File: src/rtl/dlsc_dma_write_burst_if.sv
// dlsc_dma_write_burst_if
//   Bundles the command, read-FIFO and AXI write-channel signals of the DMA
//   write burst engine.
//   master : engine side (drives cmd_ready, fifo_rd_pop, AW/W valids, B ready)
//   slave  : environment side (command source, FIFO, AXI slave)
interface dlsc_dma_write_burst_if #(
    parameter int DATA = 32,
    parameter int ADDR = 32,
    parameter int LEN  = 4,
    parameter int BUFA = 9
);
    localparam int STRB = DATA / 8;

    // command
    logic              cmd_ready;
    logic              cmd_valid;
    logic [ADDR-1:0]   cmd_addr;
    logic [LEN-1:0]    cmd_len;
    logic [STRB-1:0]   cmd_strb_first;
    logic [STRB-1:0]   cmd_strb_last;
    // read FIFO
    logic              fifo_rd_pop;
    logic [DATA-1:0]   fifo_rd_data;
    logic [BUFA:0]     fifo_rd_count;
    logic              fifo_rd_empty;
    // AXI AW
    logic              axi_aw_ready;
    logic              axi_aw_valid;
    logic [ADDR-1:0]   axi_aw_addr;
    logic [LEN-1:0]    axi_aw_len;
    // AXI W
    logic              axi_w_ready;
    logic              axi_w_valid;
    logic              axi_w_last;
    logic [STRB-1:0]   axi_w_strb;
    logic [DATA-1:0]   axi_w_data;
    // AXI B
    logic              axi_b_ready;
    logic              axi_b_valid;
    logic [1:0]        axi_b_resp;

    modport master (
        output cmd_ready,
        input  cmd_valid, cmd_addr, cmd_len, cmd_strb_first, cmd_strb_last,
        output fifo_rd_pop,
        input  fifo_rd_data, fifo_rd_count, fifo_rd_empty,
        input  axi_aw_ready,
        output axi_aw_valid, axi_aw_addr, axi_aw_len,
        input  axi_w_ready,
        output axi_w_valid, axi_w_last, axi_w_strb, axi_w_data,
        output axi_b_ready,
        input  axi_b_valid, axi_b_resp
    );

    modport slave (
        input  cmd_ready,
        output cmd_valid, cmd_addr, cmd_len, cmd_strb_first, cmd_strb_last,
        input  fifo_rd_pop,
        output fifo_rd_data, fifo_rd_count, fifo_rd_empty,
        output axi_aw_ready,
        input  axi_aw_valid, axi_aw_addr, axi_aw_len,
        output axi_w_ready,
        input  axi_w_valid, axi_w_last, axi_w_strb, axi_w_data,
        input  axi_b_ready,
        output axi_b_valid, axi_b_resp
    );
endinterface

File: src/rtl/dlsc_dma_write_burst.sv
// dlsc_dma_write_burst
//   DMA write engine: turns per-burst commands into AXI AW/W bursts fed from a
//   local read FIFO. FIFO words are reserved when a command is accepted, so the
//   W engine pops without ever checking for data. B responses retire bursts and
//   accumulate sticky error flags.
// Ports
//   clk, rst    clock, async active-high reset
//   halt        stop accepting commands (accepted bursts still complete)
//   busy        any burst accepted and not yet B-responded
//   error       sticky [0] SLVERR, [1] DECERR
//   burst_done  1-cycle pulse per B handshake
//   bus         command / FIFO / AXI write signals (master modport)
module dlsc_dma_write_burst #(
    parameter int DATA = 32,
    parameter int ADDR = 32,
    parameter int LEN  = 4,
    parameter int BUFA = 9,
    parameter int MOT  = 16,
    parameter int WQA  = 2
) (
    input  logic                   clk,
    input  logic                   rst,
    input  logic                   halt,
    output logic                   busy,
    output logic [1:0]             error,
    output logic                   burst_done,
    dlsc_dma_write_burst_if.master bus
);
    localparam int STRB = DATA / 8;
    localparam int WQD  = 1 << WQA;
    localparam int RW   = BUFA + 1;   // reserved counter width (<= FIFO depth)
    localparam int CW   = BUFA + 2;   // space compare width, never wraps
    localparam int OW   = 8;          // outstanding counter (MOT <= 255)

    typedef struct packed {
        logic [LEN-1:0]  len;
        logic [STRB-1:0] sf;
        logic [STRB-1:0] sl;
    } wq_ent_t;

    typedef enum logic {W_IDLE, W_ACTIVE} w_state_t;

    // AW channel registers
    logic            aw_valid_q;
    logic [ADDR-1:0] aw_addr_q;
    logic [LEN-1:0]  aw_len_q;

    // W-side queue of accepted bursts (extra pointer bit distinguishes full/empty)
    wq_ent_t         wq_mem [WQD];
    logic [WQA:0]    wq_wr_q, wq_rd_q;
    logic            wq_empty, wq_full;

    // bookkeeping
    logic [RW-1:0]   reserved_q, reserved_d;
    logic [OW-1:0]   outstanding_q, outstanding_d;
    logic [1:0]      error_q;
    logic            burst_done_q;

    // W engine
    w_state_t        w_state_q, w_state_d;
    wq_ent_t         cur_q;
    logic [LEN-1:0]  beat_q;
    logic            w_valid_q, w_last_q;
    logic [STRB-1:0] w_strb_q;
    logic [DATA-1:0] w_data_q;
    logic            slot_free, w_deq, w_pop, final_beat;
    logic [STRB-1:0] strb_sel;

    // accept path
    logic            b_hs, accept, cmd_ready_c, space_ok, mot_ok;
    logic [CW-1:0]   need;

    // Emptiness is implied by the reservation scheme; not needed here.
    logic            unused_empty;
    assign unused_empty = bus.fifo_rd_empty;

    assign wq_empty = (wq_wr_q == wq_rd_q);
    assign wq_full  = (wq_wr_q[WQA] != wq_rd_q[WQA]) &&
                      (wq_wr_q[WQA-1:0] == wq_rd_q[WQA-1:0]);

    assign b_hs = bus.axi_b_valid && bus.axi_b_ready;

    // A B handshake frees an outstanding slot in the same cycle, so a command
    // stalled on the limit can be taken on that very edge.
    assign mot_ok = (outstanding_q < OW'(MOT)) || b_hs;

    assign need     = CW'(reserved_q) + CW'(bus.cmd_len) + CW'(1);
    assign space_ok = (CW'(bus.fifo_rd_count) >= need);

    assign cmd_ready_c = !rst && !halt && (!aw_valid_q || bus.axi_aw_ready) &&
                         !wq_full && mot_ok && space_ok;
    assign accept      = cmd_ready_c && bus.cmd_valid;

    // ------------------------------------------------------------------
    // AW channel
    // ------------------------------------------------------------------
    always_ff @(posedge clk or posedge rst) begin
        if (rst) begin
            aw_valid_q <= 1'b0;
            aw_addr_q  <= '0;
            aw_len_q   <= '0;
        end else if (accept) begin
            aw_valid_q <= 1'b1;
            aw_addr_q  <= bus.cmd_addr;
            aw_len_q   <= bus.cmd_len;
        end else if (bus.axi_aw_ready) begin
            aw_valid_q <= 1'b0;
        end
    end

    // ------------------------------------------------------------------
    // W queue
    // ------------------------------------------------------------------
    always_ff @(posedge clk) begin
        if (accept) begin
            wq_mem[wq_wr_q[WQA-1:0]] <= '{len: bus.cmd_len,
                                          sf:  bus.cmd_strb_first,
                                          sl:  bus.cmd_strb_last};
        end
    end

    always_ff @(posedge clk or posedge rst) begin
        if (rst) begin
            wq_wr_q <= '0;
            wq_rd_q <= '0;
        end else begin
            if (accept) wq_wr_q <= wq_wr_q + 1'b1;
            if (w_deq)  wq_rd_q <= wq_rd_q + 1'b1;
        end
    end

    // ------------------------------------------------------------------
    // Reservation / outstanding / B
    // ------------------------------------------------------------------
    always_comb begin
        reserved_d = reserved_q;
        if (accept) reserved_d = reserved_d + RW'(bus.cmd_len) + RW'(1);
        if (w_pop)  reserved_d = reserved_d - RW'(1);
    end

    always_comb begin
        outstanding_d = outstanding_q;
        if (accept && !b_hs)      outstanding_d = outstanding_q + OW'(1);
        else if (!accept && b_hs) outstanding_d = outstanding_q - OW'(1);
    end

    always_ff @(posedge clk or posedge rst) begin
        if (rst) begin
            reserved_q    <= '0;
            outstanding_q <= '0;
            error_q       <= '0;
            burst_done_q  <= 1'b0;
        end else begin
            reserved_q    <= reserved_d;
            outstanding_q <= outstanding_d;
            burst_done_q  <= b_hs;
            if (b_hs && bus.axi_b_resp == 2'b10) error_q[0] <= 1'b1;
            if (b_hs && bus.axi_b_resp == 2'b11) error_q[1] <= 1'b1;
        end
    end

    // ------------------------------------------------------------------
    // W engine
    // ------------------------------------------------------------------
    assign slot_free  = !w_valid_q || bus.axi_w_ready;
    assign final_beat = (beat_q == cur_q.len);

    always_comb begin
        strb_sel = '1;
        if (beat_q == '0 && final_beat) strb_sel = cur_q.sf & cur_q.sl;
        else if (beat_q == '0)          strb_sel = cur_q.sf;
        else if (final_beat)            strb_sel = cur_q.sl;
    end

    always_ff @(posedge clk or posedge rst) begin
        if (rst) w_state_q <= W_IDLE;
        else     w_state_q <= w_state_d;
    end

    always_comb begin
        w_state_d = w_state_q;
        w_deq     = 1'b0;
        w_pop     = 1'b0;
        case (w_state_q)
            W_IDLE: begin
                if (!wq_empty && slot_free) begin
                    w_deq     = 1'b1;
                    w_state_d = W_ACTIVE;
                end
            end
            W_ACTIVE: begin
                if (slot_free) begin
                    w_pop = 1'b1;
                    // Chain straight into the next queued burst to avoid a bubble.
                    if (final_beat) begin
                        if (!wq_empty) w_deq     = 1'b1;
                        else           w_state_d = W_IDLE;
                    end
                end
            end
            default: w_state_d = W_IDLE;
        endcase
    end

    always_ff @(posedge clk or posedge rst) begin
        if (rst) begin
            cur_q     <= '0;
            beat_q    <= '0;
            w_valid_q <= 1'b0;
            w_last_q  <= 1'b0;
            w_strb_q  <= '0;
            w_data_q  <= '0;
        end else begin
            if (w_deq) begin
                cur_q  <= wq_mem[wq_rd_q[WQA-1:0]];
                beat_q <= '0;
            end else if (w_pop) begin
                beat_q <= beat_q + 1'b1;
            end
            if (w_pop) begin
                w_valid_q <= 1'b1;
                w_data_q  <= bus.fifo_rd_data;
                w_strb_q  <= strb_sel;
                w_last_q  <= final_beat;
            end else if (bus.axi_w_ready) begin
                w_valid_q <= 1'b0;
            end
        end
    end

    // ------------------------------------------------------------------
    // Outputs
    // ------------------------------------------------------------------
    assign bus.cmd_ready    = cmd_ready_c;
    assign bus.fifo_rd_pop  = w_pop;
    assign bus.axi_aw_valid = aw_valid_q;
    assign bus.axi_aw_addr  = aw_addr_q;
    assign bus.axi_aw_len   = aw_len_q;
    assign bus.axi_w_valid  = w_valid_q;
    assign bus.axi_w_last   = w_last_q;
    assign bus.axi_w_strb   = w_strb_q;
    assign bus.axi_w_data   = w_data_q;
    assign bus.axi_b_ready  = (outstanding_q != '0);
    assign busy             = (outstanding_q != '0);
    assign error            = error_q;
    assign burst_done       = burst_done_q;

endmodule

File: src/flat_wrapper.sv
// flat-port wrapper written by rule: the top's interface ports become plain ports
module dlsc_dma_write_burst_flat 
#(
    parameter int DATA = 32,
    parameter int ADDR = 32,
    parameter int LEN  = 4,
    parameter int BUFA = 9,
    parameter int MOT  = 16,
    parameter int WQA  = 2
)
  (clk, rst, halt, busy, error, burst_done, bus_cmd_ready, bus_cmd_valid, bus_cmd_addr, bus_cmd_len, bus_cmd_strb_first, bus_cmd_strb_last, bus_fifo_rd_pop, bus_fifo_rd_data, bus_fifo_rd_count, bus_fifo_rd_empty, bus_axi_aw_ready, bus_axi_aw_valid, bus_axi_aw_addr, bus_axi_aw_len, bus_axi_w_ready, bus_axi_w_valid, bus_axi_w_last, bus_axi_w_strb, bus_axi_w_data, bus_axi_b_ready, bus_axi_b_valid, bus_axi_b_resp);
  dlsc_dma_write_burst_if #(.DATA(DATA), .ADDR(ADDR), .LEN(LEN), .BUFA(BUFA)) bus_i ();
  input  logic clk;
  input  logic rst;
  input  logic halt;
  output logic busy;
  output logic [1:0] error;
  output logic burst_done;
  output wire logic [$bits(bus_i.cmd_ready)-1:0] bus_cmd_ready;
  input wire logic [$bits(bus_i.cmd_valid)-1:0] bus_cmd_valid;
  input wire logic [$bits(bus_i.cmd_addr)-1:0] bus_cmd_addr;
  input wire logic [$bits(bus_i.cmd_len)-1:0] bus_cmd_len;
  input wire logic [$bits(bus_i.cmd_strb_first)-1:0] bus_cmd_strb_first;
  input wire logic [$bits(bus_i.cmd_strb_last)-1:0] bus_cmd_strb_last;
  output wire logic [$bits(bus_i.fifo_rd_pop)-1:0] bus_fifo_rd_pop;
  input wire logic [$bits(bus_i.fifo_rd_data)-1:0] bus_fifo_rd_data;
  input wire logic [$bits(bus_i.fifo_rd_count)-1:0] bus_fifo_rd_count;
  input wire logic [$bits(bus_i.fifo_rd_empty)-1:0] bus_fifo_rd_empty;
  input wire logic [$bits(bus_i.axi_aw_ready)-1:0] bus_axi_aw_ready;
  output wire logic [$bits(bus_i.axi_aw_valid)-1:0] bus_axi_aw_valid;
  output wire logic [$bits(bus_i.axi_aw_addr)-1:0] bus_axi_aw_addr;
  output wire logic [$bits(bus_i.axi_aw_len)-1:0] bus_axi_aw_len;
  input wire logic [$bits(bus_i.axi_w_ready)-1:0] bus_axi_w_ready;
  output wire logic [$bits(bus_i.axi_w_valid)-1:0] bus_axi_w_valid;
  output wire logic [$bits(bus_i.axi_w_last)-1:0] bus_axi_w_last;
  output wire logic [$bits(bus_i.axi_w_strb)-1:0] bus_axi_w_strb;
  output wire logic [$bits(bus_i.axi_w_data)-1:0] bus_axi_w_data;
  output wire logic [$bits(bus_i.axi_b_ready)-1:0] bus_axi_b_ready;
  input wire logic [$bits(bus_i.axi_b_valid)-1:0] bus_axi_b_valid;
  input wire logic [$bits(bus_i.axi_b_resp)-1:0] bus_axi_b_resp;
  assign bus_cmd_ready = bus_i.cmd_ready;
  assign bus_i.cmd_valid = bus_cmd_valid;
  assign bus_i.cmd_addr = bus_cmd_addr;
  assign bus_i.cmd_len = bus_cmd_len;
  assign bus_i.cmd_strb_first = bus_cmd_strb_first;
  assign bus_i.cmd_strb_last = bus_cmd_strb_last;
  assign bus_fifo_rd_pop = bus_i.fifo_rd_pop;
  assign bus_i.fifo_rd_data = bus_fifo_rd_data;
  assign bus_i.fifo_rd_count = bus_fifo_rd_count;
  assign bus_i.fifo_rd_empty = bus_fifo_rd_empty;
  assign bus_i.axi_aw_ready = bus_axi_aw_ready;
  assign bus_axi_aw_valid = bus_i.axi_aw_valid;
  assign bus_axi_aw_addr = bus_i.axi_aw_addr;
  assign bus_axi_aw_len = bus_i.axi_aw_len;
  assign bus_i.axi_w_ready = bus_axi_w_ready;
  assign bus_axi_w_valid = bus_i.axi_w_valid;
  assign bus_axi_w_last = bus_i.axi_w_last;
  assign bus_axi_w_strb = bus_i.axi_w_strb;
  assign bus_axi_w_data = bus_i.axi_w_data;
  assign bus_axi_b_ready = bus_i.axi_b_ready;
  assign bus_i.axi_b_valid = bus_axi_b_valid;
  assign bus_i.axi_b_resp = bus_axi_b_resp;
  dlsc_dma_write_burst #(.DATA(DATA), .ADDR(ADDR), .LEN(LEN), .BUFA(BUFA), .MOT(MOT), .WQA(WQA)) u_core (.clk(clk), .rst(rst), .halt(halt), .busy(busy), .error(error), .burst_done(burst_done), .bus(bus_i));
endmodule
File: config.mk
export PLATFORM = sky130hd
export DESIGN_NAME = dlsc_dma_write_burst_flat
export DESIGN_NICKNAME = d
export VERILOG_FILES = /design/src/rtl/dlsc_dma_write_burst_if.sv /design/src/rtl/dlsc_dma_write_burst.sv /design/src/flat_wrapper.sv
export SDC_FILE = /design/constraint.sdc
export NUM_CORES = 1
export LEC_CHECK = 0
export ABC_AREA = 1
export BUFFER_PORTS_ARGS = -buffer_cell sky130_fd_sc_hd__buf_2
export CAP_MARGIN = 10
export CELL_PAD_IN_SITES_DETAIL_PLACEMENT = 0
export CELL_PAD_IN_SITES_GLOBAL_PLACEMENT = 1
export CORE_UTILIZATION = 40
export CTS_BUF_LIST = sky130_fd_sc_hd__clkbuf_4 sky130_fd_sc_hd__clkbuf_8 sky130_fd_sc_hd__clkbuf_16
export DETAILED_ROUTE_END_ITERATION = 7
export HOLD_SLACK_MARGIN = 0.1
export PLACE_DENSITY = 0.9
export SLEW_MARGIN = 0
export SYNTH_ARGS = -nofsm -noshare
export SYNTH_HDL_FRONTEND = slang
export SYNTH_SLANG_ARGS = --single-unit
File: constraint.sdc
create_clock -name clk -period 10.3 [get_ports clk]
set_clock_uncertainty 0.05 [all_clocks]
set_input_delay 2.06 -clock clk [delete_from_list [all_inputs] [get_ports clk]]
set_output_delay 2.06 -clock clk [all_outputs]
set_load 0.005 [all_outputs]
# Word-level counts from Yosys, hierarchy flattened
# Memories as Yosys holds them, arrays and structs flattened. A register that Yosys moved wholly into a read port is not among the register bits.
# Cells that the tools add are included.
dict set report totals {
  out_inout_bits 82
  register_bits 107
  memories 1
  mem_bits_ro 0
  latch_bits 0
  ram_bits 48
  in_bits 96
  word_cells 93
}
# name words word_bits read_ports rd_ports_with_merged_regs wr line
set mem_list {}
lappend mem_list {u_core.wq_mem 4 12 1 1 1 dlsc_dma_write_burst.sv:49} ;# wq_ent_t wq_mem [WQD];
dict set report op_classes {
  n_div 0
  eq_ne 6
  n_mux 25
  n_addsub 10
  n_mul 0
  bitwise_logic 2
  reduce_logical 31
  order_cmp 2
  n_shift 0
}
# cell count
set ops {}
lappend ops {{10-bit 2-to-1 mux} 2}
lappend ops {{4-bit 2-to-1 mux} 5}
lappend ops {{8-bit 2-to-1 mux} 2}
lappend ops {{1-bit logical AND} 14}
lappend ops {{1-bit 2-to-1 mux} 14}
lappend ops {{10-bit by 4-bit adder with 11-bit output} 1}
lappend ops {{11-bit by 1-bit adder with 11-bit output (second input constant)} 1}
lappend ops {{10-bit by 11-bit >= comparator with 1-bit output} 1}
lappend ops {{10-bit by 1-bit adder with 10-bit output (second input constant)} 1}
lappend ops {{10-bit by 4-bit adder with 10-bit output} 1}
lappend ops {{10-bit by 1-bit subtractor with 10-bit output (second input constant)} 1}
lappend ops {{8-bit by 1-bit adder with 8-bit output (second input constant)} 1}
lappend ops {{1-bit zero test} 8}
lappend ops {{8-bit by 5-bit less-than comparator with 1-bit output (second input constant)} 1}
lappend ops {{2-bit nonzero test} 4}
lappend ops {{8-bit nonzero test} 1}
lappend ops {{8-bit by 1-bit subtractor with 8-bit output (second input constant)} 1}
lappend ops {{3-bit by 1-bit adder with 3-bit output (second input constant)} 2}
lappend ops {{4-bit by 1-bit adder with 4-bit output (second input constant)} 1}
lappend ops {{4-bit bitwise AND} 1}
lappend ops {{2-bit equality test (second input constant)} 2}
lappend ops {{4-bit equality test} 1}
lappend ops {{4-bit zero test} 1}
lappend ops {{1-bit case mux with 2 select lines} 2}
lappend ops {{other kinds (5)} 7}

# Logic depth before layout (Yosys ltp)
dict set report logic_depth {
  word_depth 11
  ltp_mapped 36
  ltp_nobuf 35
}

# Worst setup path after synthesis
# No wires, ideal clock.
dict set report synth_path {
  path_kind {input port to output port}
  start {input port rst}
  end {output port bus_cmd_ready}
  arrival_ps 5580
  stages 8
  required_ps 8190
  n_path_buf 1
  path_slack_ps 2610
  cell_sequence {inv_1 -> o21ai_0 -> nor2_1 -> nand3_2 -> nor2_4 -> buf_6 -> nand2_1 -> inv_1}
}
dict set report synth_via {
  elab_chain_cells 6
}
# element line
set synth_lines {}
lappend synth_lines {{start: declaration} flat_wrapper.sv:14} ;# input logic rst;
lappend synth_lines {{1-bit zero test} dlsc_dma_write_burst.sv:90} ;# assign cmd_ready_c = !rst && !halt && (!aw_valid_q || bus.axi_aw_ready) &&
lappend synth_lines {{1-bit logical AND (3 in a row)} dlsc_dma_write_burst.sv:90}
lappend synth_lines {{1-bit logical AND (2 in a row)} dlsc_dma_write_burst.sv:91} ;# !wq_full && mot_ok && space_ok;
lappend synth_lines {{end: declaration} flat_wrapper.sv:19} ;# output wire logic [$bits(bus_i.cmd_ready)-1:0] bus_cmd_ready;
# No other way between the ends.

# Final worst setup path
dict set report layout_path {
  start {input port bus_cmd_len[0]}
  end {register u_core.outstanding_q[7]}
}
dict set report layout_via {
  elab_chain_cells 8
  elab_cells_between_ends 10
  classes_between {add/sub: 2; order compare: 1; mux: 1; reduce/logical: 6}
}
# element line
set layout_lines {}
lappend layout_lines {{start: declaration} flat_wrapper.sv:22} ;# input wire logic [$bits(bus_i.cmd_len)-1:0] bus_cmd_len;
lappend layout_lines {{10-bit by 4-bit adder with 11-bit output *} dlsc_dma_write_burst.sv:87} ;# assign need = CW'(reserved_q) + CW'(bus.cmd_len) + CW'(1);
lappend layout_lines {{11-bit by 1-bit adder with 11-bit output *} dlsc_dma_write_burst.sv:87}
lappend layout_lines {{10-bit by 11-bit >= comparator with 1-bit output *} dlsc_dma_write_burst.sv:88} ;# assign space_ok = (CW'(bus.fifo_rd_count) >= need);
lappend layout_lines {{1-bit logical AND *} dlsc_dma_write_burst.sv:91}
lappend layout_lines {{1-bit logical AND *} dlsc_dma_write_burst.sv:92} ;# assign accept = cmd_ready_c && bus.cmd_valid;
lappend layout_lines {{1-bit zero test} dlsc_dma_write_burst.sv:144} ;# else if (!accept && b_hs) outstanding_d = outstanding_q - OW'(1);
lappend layout_lines {{1-bit logical AND} dlsc_dma_write_burst.sv:144}
lappend layout_lines {{2-bit nonzero test (no source line)} -}
lappend layout_lines {{end signal: assignment} dlsc_dma_write_burst.sv:155} ;# outstanding_q <= outstanding_d;
lappend layout_lines {{end: declaration} dlsc_dma_write_burst.sv:55} ;# logic [OW-1:0] outstanding_q, outstanding_d;
# Mark *: on every way between the ends. The rest lies on a longest branch, timed or not.
# A chain may end at the register's enable or synchronous reset.

==> run_results.csv <==
group,metric,value,unit
final_layout,final_common_cell,"nand2_1",
setup_path,slowest_delay,0.65,ns
sta,drv_slew,0,
die,io_pins,178,
global_routing,antenna_found_initial,1,
clock_tree,cts_sinks,167,
sta,tns,0,ns
power,combPwrFrac,0.354,
placement,placed_cell_area,8860,um2
clock_tree,cts-root-buf,"clkbuf_16",
setup_path,cp-end-kind,"flop",
synthesis,synth_cells,836,
sta,finalHoldViolations,0,
clock_tree,clkSlewWorstSetupHoldPaths,0.06,ns
clock_tree,cts-htree-levels,4,
setup_path,cp_data_arrival_time,7.28,ns
route,drc,0,
global_routing,grt_pass1_vias,5634,
outcome,status,"finished clean",
synthesis,synth_seq_cells,167,
global_routing,grt-ovfl-total,0,
synthesis,synth_fp_nets,964,
placement,place.port_buffers,176,
final_layout,synthToLayoutAreaGrowth,22.3,%
setup_path,crit_path_end,"u_core.outstanding_q[7]",
die,die_area,20000,um2
clock_tree,cts_hold_buffers,0,
route,first_pass_iters,4,
clock_tree,cts.path.max_buffers,2,
route,wirelength,16.5,mm
synthesis,yosysUniqueCellTypes,40,
die,chipWidth,141,um
setup_path,r2r_setup_slack,4.66,ns
placement,hpwl,11.2,mm
final_layout,drive_above_1_share,0.250,
placement,routabilityCongestion,0.795,
sta,worst_pin_slew,1.14,ns
synthesis,synth_area,7770,um2
sta,fmax,142,MHz
sta,rsz0062_at_grt,"no",
final_layout,fin_nets,1132,
setup_path,r2r_cells,35,
setup_path,crit_top_cell,"nand2_1",
route,drtIter0Drc,251,
clock_tree,worstSkewPairLatency,0.43,ns
global_routing,grt_max_degree,64,
worst_hold_path,min_path_type,"reg2reg",
power,pwr-share-clk,0.258,
power,p_switching,0.976,mW
die,rows,50,
power,power_frac_seq,0.387,
route,wl_per_cell,12.9,um
setup_path,r2r-start,"u_core.reserved_q[0]",
synthesis,syn_avg_cell_area,9.30,um2
setup_path,cp_max_fo,55,
clock_tree,cts_resized,0,
route,ant_nets,0,
setup_path,crit_type,"in2reg",
die,core_area,18900,um2
route,vias,5862,
clock_tree,post_cts_buffers,0,
die,initial_utilization,0.411,
run,drv_cap,0,
final_layout,n_antenna_cell,0,
setup_path,critPathLaunchType,"primary input",
setup_path,worst_ep_required_time,10.55,ns
sta,max_slew_margin,0.234,
sta,fin_crit_sh,0.683,
setup_path,cp_slowest_cell,"nand3_4",
synthesis,seq_area_frac_synth,0.569,
final_layout,most-common-layout-cells,"292 x nand2_1, 176 x buf_2, 119 x dfrtp_1",
power,leakage,4.82,nW
setup_path,reg2reg_to,"u_core.outstanding_q[7]",
die,die_h,141,um
power,ir_worst_vdd,145,uV
global_routing,grt_pass1_wl,27.1,mm
synthesis,yosys_warnings,0,
power,power_density,278,nW/um2
setup_path,startpoint,"bus_cmd_len[0]",
sta,setup_viol,0,
final_layout,final_area,9500,um2
sta,finalCriticalPeriod,7.03,ns
clock_tree,cts_tree,"done",
clock_tree,numCtsBuffers,17,
global_routing,track_usage,0.173,
power,swShare,0.369,
route,routed_via_density,4.59,
power,p_int,1.67,mW
## cell families after synthesis
logic type | count (synthesis) | share of synthesized area
xor gates and xnor gates | 21 | 0.0246
adders and majority gates | 32 | 0.0535
and+or+nand+nor | 435 | 0.239
AOI/OAI and AO/OA | 83 | 0.0604
buffers and inverters | 98 | 0.0535
DFF | 167 | 0.569
## power by group through the flow
stage / clock network, mW / registers, mW / logic, mW
floorplan: 0 / 1.01 / 0.686
global placement: 0 / 1.03 / 0.923
finish: 0.683 / 1.02 / 0.936
detailed placement: 0 / 1.03 / 0.942
global route: 0.727 / 1.05 / 1.09
CTS: 0.701 / 1.02 / 0.948
## critical path, delay by kind of cell
family,cells,cell delay (ns)
buf+inv,5,0.66
fa+ha+maj,5,1.41
xor+xnor,1,0.16
compound gates,5,0.65
simple gates,20,2.31
## sequential cells by signal, indices dropped and copies added (netlist names), 2 cells and up
name / flops
u_core.wq_mem: 48
u_core.bus.axi_aw_addr: 32
u_core.bus.axi_w_data: 32
u_core.cur_q: 12
u_core.reserved_q: 10
u_core.outstanding_q: 8
u_core.beat_q: 4
u_core.bus.axi_aw_len: 4
u_core.bus.axi_w_strb: 4
u_core.wq_rd_q: 3
u_core.wq_wr_q: 3
u_core.error: 2
## synth_stat cells (all sizes together)
master	n	area, um2
nand4	16	113
inv	65	244
edfxtp	48	1440
nand3	17	118
clkbuf	15	56.3
and2	1	6.26
buf	18	115
nor2	89	388
ha	30	375
a31o	2	17.5
or2	1	6.26
nor3	2	10.0
or4	1	7.51
o22ai	5	31.3
nand2	307	1200
fa	2	40.0
xnor2	5	43.8
nand3b	1	7.51
a31oi	13	81.3
o21a	1	7.51
o21ai	47	235
o21bai	1	7.51
xor2	16	148
a21oi	14	88.8
dfrtp	119	2980
## worst min-delay path by stage
stage | to | start | cells past startpoint
after global placement | u_core.bus.axi_w_data[27] | u_core.bus.axi_w_data[27] | 2
after detailed placement | u_core.bus.axi_w_data[26] | u_core.bus.axi_w_data[26] | 2
after floorplan | u_core.wq_wr_q[2] | u_core.wq_wr_q[2] | 1
final | u_core.bus.axi_w_data[24] | u_core.bus.axi_w_data[24] | 2
after global routing | u_core.bus.axi_w_data[30] | u_core.bus.axi_w_data[30] | 2
after CTS | u_core.bus.axi_w_data[26] | u_core.bus.axi_w_data[26] | 2
## area by class of cell
cell class / count / area [um2]
clock buffers: 19 / 464
clock inverters: 13 / 180
fillers: 1818 / 9390
inverters: 65 / 246
multi-input cells: 571 / 2940
flip-flops and latches: 167 / 4420
well taps: 260 / 325
repair buffers: 182 / 926
## per-layer routing
layer  part of all wire  routed length (um)  track usage  vias to the layer above
met2               0.49                8040        0.295                      138
met5            0.00079                  13            0                        -
met1               0.45                7470        0.214                     2694
met3              0.047                 771       0.0418                       20
met4              0.015                 240       0.0600                        2
li1                   -                   -            -                     3008
## stage by stage
stage	power (mW)	utilization	hold slack [ns]	setup slack [ns]	std cells
after floorplan	1.69	-	0.411	2.61	836
after global placement	1.95	0.469	0.398	2.93	1245
after detailed placement	1.98	0.469	0.404	2.84	1245
after CTS	2.67	0.503	0.421	3.29	1277
after global routing	2.87	0.503	0.439	2.63	1277
final	2.64	0.503	0.418	3.27	1277
Power figures use the tool's default switching activity.
